### config.mk
export PLATFORM = sky130hd
export DESIGN_NAME = uart_boot_loader
export DESIGN_NICKNAME = d
export VERILOG_FILES = /design/src/rtl/boot_loader_pkg.sv /design/src/rtl/boot_timeout_cnt.sv /design/src/rtl/uart_boot_loader.sv
export SDC_FILE = /design/constraint.sdc
export NUM_CORES = 1
export LEC_CHECK = 0
export ABC_AREA = 1
export CAP_MARGIN = 20
export CORE_ASPECT_RATIO = 0.7
export CORE_MARGIN = 5
export CORE_UTILIZATION = 35
export DETAILED_ROUTE_END_ITERATION = 8
export RECOVER_POWER = 25
export SETUP_SLACK_MARGIN = 0.5
export SLEW_MARGIN = 15
export SYNTH_ARGS = -nofsm -noshare
export SYNTH_HDL_FRONTEND = slang
export SYNTH_HIERARCHICAL = 1
export SYNTH_SLANG_ARGS = --single-unit
export TNS_END_PERCENT = 20
### constraint.sdc
create_clock -name clk -period 2.1 [get_ports clk]
set_input_delay 0.42 -clock clk [delete_from_list [all_inputs] [get_ports clk]]
set_output_delay 0.42 -clock clk [all_outputs]
set_load 0.01 [all_outputs]
### src/rtl/boot_loader_pkg.sv
// rtl/boot_loader_pkg.sv - shared state encoding and frame constants for the UART boot loader
package boot_loader_pkg;

  typedef enum logic [3:0] {
    ST_HUNT,
    ST_CNT_LO,
    ST_CNT_HI,
    ST_B0,
    ST_B1,
    ST_B2,
    ST_WRITE,
    ST_CSUM,
    ST_RUN,
    ST_ERR
  } state_t;

  localparam logic [7:0] SYNC_BYTE_DEFAULT = 8'hA5;

  // Word bytes arrive little-endian: B0 lands in bits 7:0, B2 in bits 23:16.
  localparam int WORD_BYTES  = 3;
  localparam int WORD_B0_LSB = 0;
  localparam int WORD_B1_LSB = 8;
  localparam int WORD_B2_LSB = 16;

  // States inside a frame, where the inter-byte idle timeout is running.
  // WRITE is excluded so the sram cycle never eats into the byte budget.
  function automatic logic is_timed_state(state_t s);
    return (s == ST_CNT_LO) || (s == ST_CNT_HI) || (s == ST_B0) ||
           (s == ST_B1) || (s == ST_B2) || (s == ST_CSUM);
  endfunction

endpackage

### src/rtl/boot_timeout_cnt.sv
// rtl/boot_timeout_cnt.sv - loadable saturating down-counter for boot window and byte timeout
module boot_timeout_cnt #(
  parameter int              WIDTH     = 32,
  parameter logic [WIDTH-1:0] RESET_VAL = '0
) (
  input  logic             clk,
  input  logic             rst_n,
  input  logic             load,
  input  logic [WIDTH-1:0] load_val,
  input  logic             dec,
  output logic             expired
);

  logic [WIDTH-1:0] count;

  // Load wins over decrement; decrement stops at zero so expiry is sticky until reloaded.
  always_ff @(posedge clk or negedge rst_n) begin
    if (!rst_n) begin
      count <= RESET_VAL;
    end else if (load) begin
      count <= load_val;
    end else if (dec && (count != '0)) begin
      count <= count - WIDTH'(1);
    end
  end

  assign expired = (count == '0);

endmodule

### src/rtl/uart_boot_loader.sv
// rtl/uart_boot_loader.sv - framed UART image loader that owns sram port A while the CPU is held
module uart_boot_loader
  import boot_loader_pkg::*;
#(
  parameter int         ADDR_WIDTH   = 13,
  parameter int         INSN_WIDTH   = 18,
  parameter logic [7:0] SYNC_BYTE    = SYNC_BYTE_DEFAULT,
  parameter int         BOOT_WAIT    = 1000000,
  parameter int         BYTE_TIMEOUT = 100000
) (
  input  logic                  clk,
  input  logic                  rst_n,
  input  logic                  rx_d_valid,
  input  logic [7:0]            rx_rdata,
  output logic                  rx_rd,
  output logic [ADDR_WIDTH-1:0] mem_addr,
  output logic [INSN_WIDTH-1:0] mem_wdata,
  output logic                  mem_wr,
  output logic                  cpu_hold,
  output logic                  load_done,
  output logic                  load_err
);

  localparam logic [16:0] DEPTH       = 17'(1) << ADDR_WIDTH;
  localparam logic [31:0] WAIT_VAL    = 32'(BOOT_WAIT);
  localparam logic [31:0] TIMEOUT_VAL = 32'(BYTE_TIMEOUT);

  state_t                state;
  logic                  gap;
  logic                  started;
  logic [7:0]            cnt_lo;
  logic [7:0]            byte0;
  logic [7:0]            byte1;
  logic [7:0]            csum;
  logic [16:0]           remaining;
  logic [ADDR_WIDTH-1:0] word_addr;
  logic [15:0]           count_word;

  logic tmr_load;
  logic tmr_dec;
  logic tmr_expired;

  assign count_word = {rx_rdata, cnt_lo};

  // One counter serves both the power-up window (HUNT before any sync) and the in-frame idle timeout.
  always_comb begin
    tmr_load = 1'b0;
    tmr_dec  = 1'b0;
    if (rx_rd && ((state != ST_HUNT) || (rx_rdata == SYNC_BYTE))) begin
      tmr_load = 1'b1;
    end
    if (((state == ST_HUNT) && !started) || is_timed_state(state)) begin
      tmr_dec = 1'b1;
    end
  end

  boot_timeout_cnt #(
    .WIDTH     (32),
    .RESET_VAL (WAIT_VAL)
  ) u_timer (
    .clk      (clk),
    .rst_n    (rst_n),
    .load     (tmr_load),
    .load_val (TIMEOUT_VAL),
    .dec      (tmr_dec),
    .expired  (tmr_expired)
  );

  // Loader FSM: a byte is captured on the cycle rx_rd is high, then one cycle is skipped before the next pop.
  always_ff @(posedge clk or negedge rst_n) begin
    if (!rst_n) begin
      state     <= ST_HUNT;
      rx_rd     <= 1'b0;
      gap       <= 1'b0;
      started   <= 1'b0;
      cnt_lo    <= '0;
      byte0     <= '0;
      byte1     <= '0;
      csum      <= '0;
      remaining <= '0;
      word_addr <= '0;
      mem_addr  <= '0;
      mem_wdata <= '0;
      mem_wr    <= 1'b0;
      cpu_hold  <= 1'b1;
      load_done <= 1'b0;
      load_err  <= 1'b0;
    end else begin
      mem_wr <= 1'b0;
      rx_rd  <= 1'b0;
      gap    <= rx_rd;
      case (state)
        ST_WRITE: begin
          word_addr <= word_addr + ADDR_WIDTH'(1);
          remaining <= remaining - 17'd1;
          state     <= (remaining == 17'd1) ? ST_CSUM : ST_B0;
        end
        ST_ERR: begin
          state <= ST_HUNT;
        end
        ST_RUN: begin
          state <= ST_RUN;
        end
        default: begin
          if (rx_rd) begin
            case (state)
              ST_HUNT: begin
                if (rx_rdata == SYNC_BYTE) begin
                  load_err  <= 1'b0;
                  load_done <= 1'b0;
                  csum      <= '0;
                  started   <= 1'b1;
                  state     <= ST_CNT_LO;
                end
              end
              ST_CNT_LO: begin
                cnt_lo <= rx_rdata;
                csum   <= csum + rx_rdata;
                state  <= ST_CNT_HI;
              end
              ST_CNT_HI: begin
                csum <= csum + rx_rdata;
                if ((count_word == 16'd0) || ({1'b0, count_word} > DEPTH)) begin
                  load_err <= 1'b1;
                  state    <= ST_ERR;
                end else begin
                  remaining <= {1'b0, count_word};
                  word_addr <= '0;
                  state     <= ST_B0;
                end
              end
              ST_B0: begin
                byte0 <= rx_rdata;
                csum  <= csum + rx_rdata;
                state <= ST_B1;
              end
              ST_B1: begin
                byte1 <= rx_rdata;
                csum  <= csum + rx_rdata;
                state <= ST_B2;
              end
              ST_B2: begin
                // High bits of B2 beyond the sram width fall off in the cast.
                csum      <= csum + rx_rdata;
                mem_wr    <= 1'b1;
                mem_addr  <= word_addr;
                mem_wdata <= INSN_WIDTH'({rx_rdata, byte1, byte0});
                state     <= ST_WRITE;
              end
              ST_CSUM: begin
                if (rx_rdata == csum) begin
                  load_done <= 1'b1;
                  cpu_hold  <= 1'b0;
                  state     <= ST_RUN;
                end else begin
                  load_err <= 1'b1;
                  state    <= ST_ERR;
                end
              end
              default: begin
                state <= ST_ERR;
              end
            endcase
          end else if (tmr_expired && ((state != ST_HUNT) || !started)) begin
            if (state == ST_HUNT) begin
              cpu_hold <= 1'b0;
              state    <= ST_RUN;
            end else begin
              load_err <= 1'b1;
              state    <= ST_ERR;
            end
          end else if (rx_d_valid && !gap) begin
            rx_rd <= 1'b1;
          end
        end
      endcase
    end
  end

endmodule

==> results.json <==
{
  "status": "complete, no violations",
  "min_path_type": "reg2reg",
  "maxClockFrequency_ghz": 0.526,
  "commonest_cells_after_routing_fill_and_taps_aside": "sky130_fd_sc_hd__nand2_1 (331), sky130_fd_sc_hd__dfrtp_1 (121), sky130_fd_sc_hd__buf_4 (106)",
  "crit_type": "reg2reg",
  "end_point_of_the_most_critical_hold_path": "rx_rd",
  "finalNetCount": 1339,
  "via_per_inst": 4.87,
  "worst_margin_pin_slew_ns": 0.931,
  "grt_pass1_wl_um": 37200,
  "critPathMaxFanout": 4,
  "ff2ff_setup_slack_ns": 0.20,
  "place.port_buffers": 46,
  "synth.cell_area_um2": 8000,
  "dieArea_um2": 26000,
  "globalRouteOverflowTotal": 0,
  "preCtsSetupSlack_ns": -0.416,
  "ports": 47,
  "rsz_0062_raised_after_global_routing": "yes",
  "synth_cells": 1086,
  "fin_crit_sh": 0.906,
  "finish.instance_area_um2": 11800,
  "worstPathRequired_ns": 2.38,
  "p_per_area_nw_per_um2": 1100,
  "yosysWarningCount": 6,
  "r2r_cells": 10,
  "reg2reg_to": "state[2]",
  "cts_root_buf": "sky130_fd_sc_hd__clkbuf_16",
  "startpoint_of_the_lowest_slack_register_to_register_path": "u_timer/count[10]",
  "layout_min_cycle_time_ns": 1.90,
  "dr.first_iter.drc_count": 720,
  "timing.critical_path.from_type": "flip-flop",
  "grt_pass1_vias": 7065,
  "worst_path_largest_cell_delay_ns": 0.42,
  "clkSinkCount": 136,
  "grt_start_max_net_pins": 64,
  "antenna_found_initial": 0,
  "post_dp_cell_area_um2": 9630,
  "chipHeight_um": 136,
  "clk_latency_ns": 0.44,
  "slew_headroom": 0.380,
  "cp_common_cell": "sky130_fd_sc_hd__nand3_1",
  "finalWirelength_um": 24900,
  "ant_nets": 0,
  "hold_path_depth": 1,
  "layout.core_utilization": 0.523,
  "critPathCaptureType": "flip-flop",
  "ir_drop_mv": 0.685,
  "max-clock-path-buffers": 2,
  "antenna_cells": 0,
  "mostFrequentLayoutCell": "sky130_fd_sc_hd__nand2_1",
  "place.detailed.hpwl_um": 15800,
  "p_leak_nw": 5.89,
  "finalSetupViolations": 0,
  "crit_path_cell_trace": "nor2_4, nand2_4, nor4_4, nand3_1, nor3_2, o21ai_1, nand3_1, nand2_2, nand2_1, o2111ai_1",
  "std_cell_rows": 46,
  "core_um2": 22600,
  "synth_seq_cells": 136,
  "ys_seq_area_frac": 0.427,
  "drv_slew": 0,
  "drt_pre_antenna_iters": 6,
  "cts_max_level": 4,
  "cp_data_arrival_time_ns": 2.19,
  "vias": 7984,
  "layout-drive-gt1-share": 0.309,
  "timing.final.hold_violations": 0,
  "max_cap_viol_count": 0,
  "routed_wire_length_per_instance_um": 15.2,
  "post_synth.cell_area_avg_um2": 7.36,
  "cts.clk_slew.worst_paths_ns": 0.07,
  "yosys.cell_types.count": 48,
  "die_width_um": 191,
  "skew_ns": 0.0141,
  "tritoncts": "done",
  "setup_ws_ns": 0.198,
  "grt_use_total": 0.180,
  "number_of_clock_buffers_inserted_by_tritoncts": 17,
  "effective_utilization_at_floorplan": 0.354,
  "cp_slowest_cell": "sky130_fd_sc_hd__dfrtp_1",
  "globalplace.congestion": 0.914,
  "post-route-drc-count": 0,
  "hold_start": "gap",
  "area_growth_pct": 47.6
}
[metrics by stage]
step / TNS [ns] / total power [mW] / cells / hold WS [ns]
floorplan: 0 / 6.62 / 1116 / 0.124
global placement: -13.15 / 8.27 / 1538 / 0.339
detailed placement: -14.67 / 8.33 / 1538 / 0.346
CTS: 0 / 12.3 / 1607 / 0.391
global route: 0 / 13.8 / 1641 / 0.415
finish: 0 / 13.0 / 1641 / 0.411
[flip-flops by register name (all words and copies together) (netlist names)]
| register | cells |
|---|---|
| mem_wdata | 18 |
| u_timer/count | 32 |
| cnt_lo | 8 |
| cpu_hold | 1 |
| word_addr | 13 |
| csum | 8 |
| remaining | 17 |
| rx_rd | 1 |
| load_done | 1 |
| mem_wr | 1 |
| mem_addr | 13 |
| started | 1 |
| load_err | 1 |
| byte0 | 8 |
| byte1 | 8 |
| gap | 1 |
| state | 4 |
[worst max-delay path by stage]
| stage | start | to | slack [ns] | cells after the start |
|---|---|---|---|---|
| after floorplan | state[3] | u_timer/count[31] | 0.34 | 8 |
| after global placement | rx_rdata[4] | u_timer/count[24] | -0.37 | 9 |
| after detailed placement | rx_rdata[4] | u_timer/count[22] | -0.42 | 9 |
| after CTS | u_timer/count[22] | load_err | 0.16 | 12 |
| after global routing | rst_n | remaining[2] | 0.06 | 3 |
| final | u_timer/count[10] | state[2] | 0.20 | 10 |
[synth_stat cells, drive strengths merged]
cell	instances	area [um^2]
o21ai	105	638
or2	4	25.0
nor3	6	35.0
nand4	26	199
xor2	13	114
a31oi	3	18.8
o21a	1	7.51
inv	108	405
nand3	84	438
nor2	118	528
buf	18	121
ha	11	138
o211ai	1	7.51
conb	2	7.51
o2111ai	1	8.76
o22ai	9	56.3
a21oi	14	70.1
dfrtp	128	3200
clkbuf	10	37.5
dfstp	8	210
a22oi	3	22.5
nor3b	1	7.51
and2	1	6.26
a21boi	3	22.5
nand2	390	1520
fa	1	20.0
clkinv	2	7.51
o31ai	5	37.5
nand3b	3	22.5
nor4	2	12.5
xnor2	5	43.8
[power breakdown]
group          switching [mW]  total, mW  internal, mW
clock                    1.44       3.05          1.61
sequential              0.572       3.75          3.18
combinational            3.43       6.18          2.75
[layer usage]
metal / up-vias / routed length [um] / GRT usage
met5: - / 0 / 0
met4: 0 / 284 / 0.0459
met3: 22 / 1690 / 0.0308
met2: 261 / 10100 / 0.242
met1: 3737 / 12800 / 0.292
li1: 3964 / - / -
[worst max-delay path, delay by kind of cell (launching register included)]
kind,cells,cell delay [ns]
AO/OA/AOI/OAI,2,0.22
flip-flops,1,0.42
AND/OR/NAND/NOR,8,1.10
[cell families (layout without fill, tap and decap cells)]
| logic type | after synthesis | after routing | share of synthesized area |
|---|---|---|---|
| simple gates | 635 | 636 | 0.350 |
| xor+xnor | 18 | 18 | 0.0197 |
| compound gates | 145 | 145 | 0.111 |
| flops | 136 | 136 | 0.427 |
| fa+ha+maj | 12 | 12 | 0.0197 |
| other cells | 2 | 32 | 0.000939 |
| buf+inv | 138 | 350 | 0.0715 |
[area by class of cell]
class	instances	area, um^2
fillers	2071	10800
multi-input cells	843	4800
flip-flops and latches	136	3420
repair buffers	205	2110
inverters	110	448
clock buffers	17	425
well taps	312	390
clock inverters	15	176
repair inverters	3	23.8
[repair_timing]
item,CTS,global route
cloned,5,12
endpoints found under the setup margin,170,169
pin swaps,27,54
buffers inserted,31,22
hold endpoints to repair,27,0
hold buffers,1,0
resized for setup,107,147
No activity file was read; power rests on OpenSTA's default activity.
